==> src/rtl/sram_axi_bridge.sv <==
// -----------------------------------------------------------------------------
// sram_axi_bridge
//
// Purpose:
//   Converts the CPU core's instruction-side and data-side SRAM-style requests
//   (req / addr_ok / data_ok handshake) into single-beat AXI3 transactions.
//   Exactly one transaction is outstanding at any time. When both sides request
//   in the same IDLE cycle, the data side wins.
//
// Optional build macro:
//   SRAM_AXI_ADDR_MAP_EN - when defined, addresses in 0x8000_0000..0xBFFF_FFFF
//                          (kseg0/kseg1) are driven on AXI as {3'b000, addr[28:0]};
//                          when undefined, addresses pass through unchanged.
//
// Ports:
//   clk, rst                  clock, synchronous active-high reset
//   inst_req/inst_addr        fetch request in
//   inst_addr_ok              fetch accepted this cycle (combinational, IDLE only)
//   inst_data_ok/inst_rdata   one-cycle fetch completion pulse and fetched word
//   data_req/wr/size/wstrb/addr/wdata   load/store request in
//   data_addr_ok              data request accepted this cycle
//   data_data_ok/data_rdata   one-cycle load/store completion pulse, loaded word
//   ar*, r*                   AXI read address / read data channels
//   aw*, w*, b*               AXI write address / write data / write response
// -----------------------------------------------------------------------------
module sram_axi_bridge #(
  parameter logic [3:0] ID_INST = 4'd0,
  parameter logic [3:0] ID_DATA = 4'd1
) (
  input  logic        clk,
  input  logic        rst,
  // instruction side
  input  logic        inst_req,
  input  logic [31:0] inst_addr,
  output logic        inst_addr_ok,
  output logic        inst_data_ok,
  output logic [31:0] inst_rdata,
  // data side
  input  logic        data_req,
  input  logic        data_wr,
  input  logic [1:0]  data_size,
  input  logic [3:0]  data_wstrb,
  input  logic [31:0] data_addr,
  input  logic [31:0] data_wdata,
  output logic        data_addr_ok,
  output logic        data_data_ok,
  output logic [31:0] data_rdata,
  // AXI read address
  output logic [3:0]  arid,
  output logic [31:0] araddr,
  output logic [2:0]  arsize,
  output logic        arvalid,
  input  logic        arready,
  // AXI read data
  input  logic [3:0]  rid,
  input  logic [31:0] rdata,
  input  logic        rvalid,
  output logic        rready,
  // AXI write address
  output logic [3:0]  awid,
  output logic [31:0] awaddr,
  output logic [2:0]  awsize,
  output logic        awvalid,
  input  logic        awready,
  // AXI write data
  output logic [31:0] wdata,
  output logic [3:0]  wstrb,
  output logic        wvalid,
  input  logic        wready,
  // AXI write response
  input  logic        bvalid,
  output logic        bready
);

  typedef enum logic [2:0] {
    S_IDLE    = 3'd0,
    S_RD_ADDR = 3'd1,
    S_RD_DATA = 3'd2,
    S_WR_ADDR = 3'd3,
    S_WR_RESP = 3'd4
  } state_t;

  state_t      r_state;
  state_t      w_state_next;

  // latched request
  logic        r_owner_data;   // 1 = data side owns the outstanding transaction
  logic [31:0] r_addr;
  logic [1:0]  r_size;
  logic [3:0]  r_wstrb;
  logic [31:0] r_wdata;

  // per-channel handshake completion inside WR_ADDR
  logic        r_aw_done;
  logic        r_w_done;

  // completion outputs
  logic [31:0] r_inst_rdata;
  logic [31:0] r_data_rdata;
  logic        r_inst_data_ok;
  logic        r_data_data_ok;

  logic        w_rd_done;
  logic        w_wr_done;
  logic [31:0] w_bus_addr;

  // rid carries no information with a single outstanding transaction.
  logic        w_unused;
  assign w_unused = ^rid;

  // ---------------------------------------------------------------------------
  // State register
  // ---------------------------------------------------------------------------
  always_ff @(posedge clk) begin
    if (rst) begin
      r_state <= S_IDLE;
    end else begin
      r_state <= w_state_next;
    end
  end

  // ---------------------------------------------------------------------------
  // Next state and handshake outputs. Everything is forced low while rst is
  // high so no AXI handshake or CPU acceptance can complete in a reset cycle.
  // ---------------------------------------------------------------------------
  always_comb begin
    w_state_next = r_state;
    inst_addr_ok = 1'b0;
    data_addr_ok = 1'b0;
    arvalid      = 1'b0;
    rready       = 1'b0;
    awvalid      = 1'b0;
    wvalid       = 1'b0;
    bready       = 1'b0;
    w_rd_done    = 1'b0;
    w_wr_done    = 1'b0;
    if (!rst) begin
      case (r_state)
        S_IDLE: begin
          if (data_req) begin
            data_addr_ok = 1'b1;
            w_state_next = data_wr ? S_WR_ADDR : S_RD_ADDR;
          end else if (inst_req) begin
            inst_addr_ok = 1'b1;
            w_state_next = S_RD_ADDR;
          end
        end
        S_RD_ADDR: begin
          arvalid = 1'b1;
          if (arready) begin
            w_state_next = S_RD_DATA;
          end
        end
        S_RD_DATA: begin
          rready = 1'b1;
          if (rvalid) begin
            w_rd_done    = 1'b1;
            w_state_next = S_IDLE;
          end
        end
        S_WR_ADDR: begin
          // address and data channels complete independently
          awvalid = !r_aw_done;
          wvalid  = !r_w_done;
          if ((r_aw_done || awready) && (r_w_done || wready)) begin
            w_state_next = S_WR_RESP;
          end
        end
        S_WR_RESP: begin
          bready = 1'b1;
          if (bvalid) begin
            w_wr_done    = 1'b1;
            w_state_next = S_IDLE;
          end
        end
        default: begin
          w_state_next = S_IDLE;
        end
      endcase
    end
  end

  // ---------------------------------------------------------------------------
  // Request latch, write-channel progress and completion registers
  // ---------------------------------------------------------------------------
  always_ff @(posedge clk) begin
    if (rst) begin
      r_owner_data   <= 1'b0;
      r_addr         <= 32'd0;
      r_size         <= 2'd0;
      r_wstrb        <= 4'd0;
      r_wdata        <= 32'd0;
      r_aw_done      <= 1'b0;
      r_w_done       <= 1'b0;
      r_inst_rdata   <= 32'd0;
      r_data_rdata   <= 32'd0;
      r_inst_data_ok <= 1'b0;
      r_data_data_ok <= 1'b0;
    end else begin
      r_inst_data_ok <= 1'b0;
      r_data_data_ok <= 1'b0;

      if (data_addr_ok) begin
        r_owner_data <= 1'b1;
        r_addr       <= data_addr;
        r_size       <= data_size;
        r_wstrb      <= data_wstrb;
        r_wdata      <= data_wdata;
        r_aw_done    <= 1'b0;
        r_w_done     <= 1'b0;
      end else if (inst_addr_ok) begin
        r_owner_data <= 1'b0;
        r_addr       <= inst_addr;
        r_size       <= 2'd2;
      end

      if (awvalid && awready) begin
        r_aw_done <= 1'b1;
      end
      if (wvalid && wready) begin
        r_w_done <= 1'b1;
      end

      if (w_rd_done) begin
        if (r_owner_data) begin
          r_data_rdata   <= rdata;
          r_data_data_ok <= 1'b1;
        end else begin
          r_inst_rdata   <= rdata;
          r_inst_data_ok <= 1'b1;
        end
      end

      if (w_wr_done) begin
        r_data_data_ok <= 1'b1;
      end
    end
  end

  // ---------------------------------------------------------------------------
  // Address presented on the bus
  // ---------------------------------------------------------------------------
`ifdef SRAM_AXI_ADDR_MAP_EN
  // kseg0/kseg1 are unmapped windows onto the low 512 MB of physical space
  assign w_bus_addr = (r_addr[31:30] == 2'b10) ? {3'b000, r_addr[28:0]} : r_addr;
`else
  assign w_bus_addr = r_addr;
`endif

  // Channel payloads come straight from the latch, so they are stable for the
  // whole time the matching valid is high.
  assign arid   = r_owner_data ? ID_DATA : ID_INST;
  assign araddr = w_bus_addr;
  assign arsize = {1'b0, r_size};

  assign awid   = r_owner_data ? ID_DATA : ID_INST;
  assign awaddr = w_bus_addr;
  assign awsize = {1'b0, r_size};
  assign wdata  = r_wdata;
  assign wstrb  = r_wstrb;

  assign inst_rdata   = r_inst_rdata;
  assign inst_data_ok = r_inst_data_ok;
  assign data_rdata   = r_data_rdata;
  assign data_data_ok = r_data_data_ok;

endmodule

==> config.mk <==
export PLATFORM = sky130hd
export DESIGN_NAME = sram_axi_bridge
export DESIGN_NICKNAME = d
export VERILOG_FILES = /design/src/rtl/sram_axi_bridge.sv
export SDC_FILE = /design/constraint.sdc
export NUM_CORES = 1
export LEC_CHECK = 0
export ABC_AREA = 1
export BUFFER_PORTS_ARGS = -buffer_cell sky130_fd_sc_hd__buf_2
export CORE_MARGIN = 2
export CORE_UTILIZATION = 25
export CTS_CLUSTER_DIAMETER = 80
export DETAILED_ROUTE_END_ITERATION = 16
export PLACE_DENSITY = 0.51
export SYNTH_ARGS = -nofsm -noshare
export SYNTH_HDL_FRONTEND = slang
export SYNTH_SLANG_ARGS = --single-unit
==> constraint.sdc <==
create_clock -name clk -period 2.5 [get_ports clk]
set_input_delay 0 -clock clk [delete_from_list [all_inputs] [get_ports clk]]
set_output_delay 0 -clock clk [all_outputs]
set_load 0.01 [all_outputs]
==> flow_summary.ini <==
[run_status]
status = finished with violations
failed_checks = hold timing

[cts]
clockBufferDepth = 2
cts_num_sinks = 142
cts_buffers = 17
insertion_delay_ns = 0.42
htreeDepth = 4
clockRootBuffer = clkbuf_16
cts_tree = yes
cts.clk_slew.worst_paths_ns = 0.06

[global_route]
gr-total-overflow = 0
grtUsageTotal_pct = 16.1
grt_pass1_vias = 6133
grt_pass1_wl_um = 30900
grt_start_max_net_pins = 88
antenna_found_initial = 1

[sta]
worstMarginPinSlew_ns = 0.779
fin_setup_tns_ns = 0
rsz0062_at_grt = false
whs_ns = -0.000147
slew_headroom_pct = 48.1
hold_viol = 1
min_period_ns = 2.25
setup_viol = 0
fin_worst_skew_ns = 0.00779
post-route-period-util_pct = 89.9
fmax_mhz = 445
final_max_slew_viol_count = 0

[floorplan]
die_area_mm2 = 0.0244
die_height_um = 156
die_w_um = 156
rows = 55
initial_utilization_pct = 25.5
coreArea_mm2 = 0.0226
pin_count = 335

[yosys]
synth_area_mm2 = 0.00578
synth-seq-cells = 142
avgSynthCellArea_um2 = 7.36
seq_area_frac_synth_pct = 49.2
synthCells = 786
ys_types = 25
ys_warn_count = 0

[job]
max_cap_viol_count = 0

[route]
wl_met1_um = 8320
drtIter0Drc = 255
dr_total_vias = 6352
met2WireLength_um = 9960
top_layer_used = met4
routedWlPerCell_um = 13.4
drcViolationCount = 0
dr.pass1.iters = 4
postRouteAntennaNets = 0
viasPerCell = 4.26
wl_met3_um = 1460
wirelength_um = 20000

[placed_design]
routabilityCongestion = 0.770
port_buffers = 322
dp_hpwl_um = 13600

[setup_path]
cp.arrival_ns = 2.56
crit_top_cell = nand2_1
cp_max_fo = 26
critPathKind = reg -> reg
path_buf_inv = 4
required_ns = 2.81
path_delay_family = simple AND/OR/NAND/NOR gates
worst_path_max_delay_cell = dlygate4sd3_1
cp_slowest_stage_delay_ns = 0.55
path_cells = nor2_4 -> nand2_1 -> inv_2 -> nand2_4 -> nand2_4 -> inv_6 -> nand2_1 -> nand3_1 -> dlygate4sd3_1 -> nand2_1 -> inv_1
start_kind = flip-flop
end_kind = flip-flop

[layout]
mostFrequentLayoutCell = buf_2
finalNetCount = 1340
multi_input_area_mm2 = 0.00231
final-seq-area_mm2 = 0.00284
nFillCells = 2368
mostFrequentLayoutCells = buf_2 (322), nand2_1 (186), nor2_1 (156)
synthToLayoutAreaGrowth_pct = 60.6
finish.utilization_pct = 41.0
layout-drive-gt1-share_pct = 31.3

[min_path]
hold_path.class = in -> reg

[power]
p_per_area_mw_per_mm2 = 830
p_leak_nw = 4.56
total_power_mw = 7.70
ir_drop_uv = 365
==> sequential cells by signal, summed over array words and instances, names as in the netlist <==
name and flops:
inst_data_ok 1, data_rdata 32, r_state 3, r_size 2, inst_rdata 32, r_aw_done 1, data_data_ok 1, r_w_done 1
wdata 32, araddr 32, r_owner_data 1, wstrb 4
==> layout make-up <==
cell class              instances  area share, %
repair buffers                470           33.2
diodes                          1         0.0270
flip-flops and latches        142           30.6
multi-input cells             533           24.8
inverters                      28           1.19
clock buffers                  20           4.92
well taps                     285           3.84
clock inverters                12           1.33
==> routing by layer <==
| metal | track usage [%] | vias up |
|---|---|---|
| met5 | 0 | - |
| met4 | 3.89 | 0 |
| met3 | 4.53 | 11 |
| met2 | 30.0 | 253 |
| met1 | 18.1 | 2838 |
| li1 | - | 3250 |
==> synth_stat cells <==
master,instances,area (um2)
dfxtp_1,142,2840
nor4_1,2,12.5
o21bai_1,2,15.0
clkbuf_1,20,75.1
nand3_2,3,30.0
a21oi_1,59,295
conb_1,1,3.75
nor3_1,5,25.0
nand2_1,186,698
nand4_4,1,21.3
o21ai_0,87,435
nand3_1,16,80.1
nand3b_1,2,15.0
inv_1,20,75.1
o21ai_1,1,5.00
buf_6,1,11.3
inv_2,6,22.5
o31ai_1,1,7.51
nand2_4,2,22.5
inv_4,1,6.26
nor2_4,2,22.5
clkinv_1,1,3.75
buf_2,19,95.1
buf_4,50,375
nor2_1,156,586
==> path summary, 6_finish.rpt <==
kind                            slack (ns)  cells past startpoint                      end                    start
worst max-delay path                  0.25                     11  araddr[16]$_SDFFE_PP0P_  r_state[1]$_SDFFE_PP0P_
worst min-delay path               -0.0001                      3  araddr[18]$_SDFFE_PP0P_            inst_addr[18]
worst max register to register        0.25                     11  araddr[16]$_SDFFE_PP0P_  r_state[1]$_SDFFE_PP0P_
worst min register to register        0.46                      2    wstrb[0]$_SDFFE_PP0N_    wstrb[0]$_SDFFE_PP0N_
==> worst min-delay path, cell delays in order <==
cell and delay [ns]:
buf_2 0.11, o21ai_0 0.12, a21oi_1 0.14
==> report_power, final <==
part	switching [mW]	leakage [nW]	internal, mW
logic	1.32	3.14	1.02
clock network	1.07	0.273	1.45
registers	0.241	1.15	2.60
total	2.63	4.56	5.07
==> timing repair <==
action                                 CTS  global route
endpoints found under the hold margin  139             0
setup endpoints to repair                0             7
hold buffers                           140             0
resized for setup                        0             1
setup buffers                            0             0
==> through the flow <==
step | worst slack (ns) | cell area (um2) | std cells
after floorplan | 1.15 | 5810 | 793
after global placement | 0.786 | 7300 | 1318
after detailed placement | 0.764 | 7300 | 1318
after CTS | 0.206 | 9280 | 1490
after global routing | 0.0333 | 9280 | 1491
final | 0.252 | 9280 | 1491
==> cells by family (layout without fill, tap and decap cells) <==
group / Yosys count / count (layout) / share of synthesized area, %
flip-flops: 142 / 142 / 49.2
other: 1 / 9 / 0.0649
AO/OA/AOI/OAI: 150 / 150 / 13.1
buffers and inverters: 118 / 530 / 11.5
AND/OR/NAND/NOR: 375 / 375 / 26.2
Note: power is estimated with default switching activity, not from simulation.
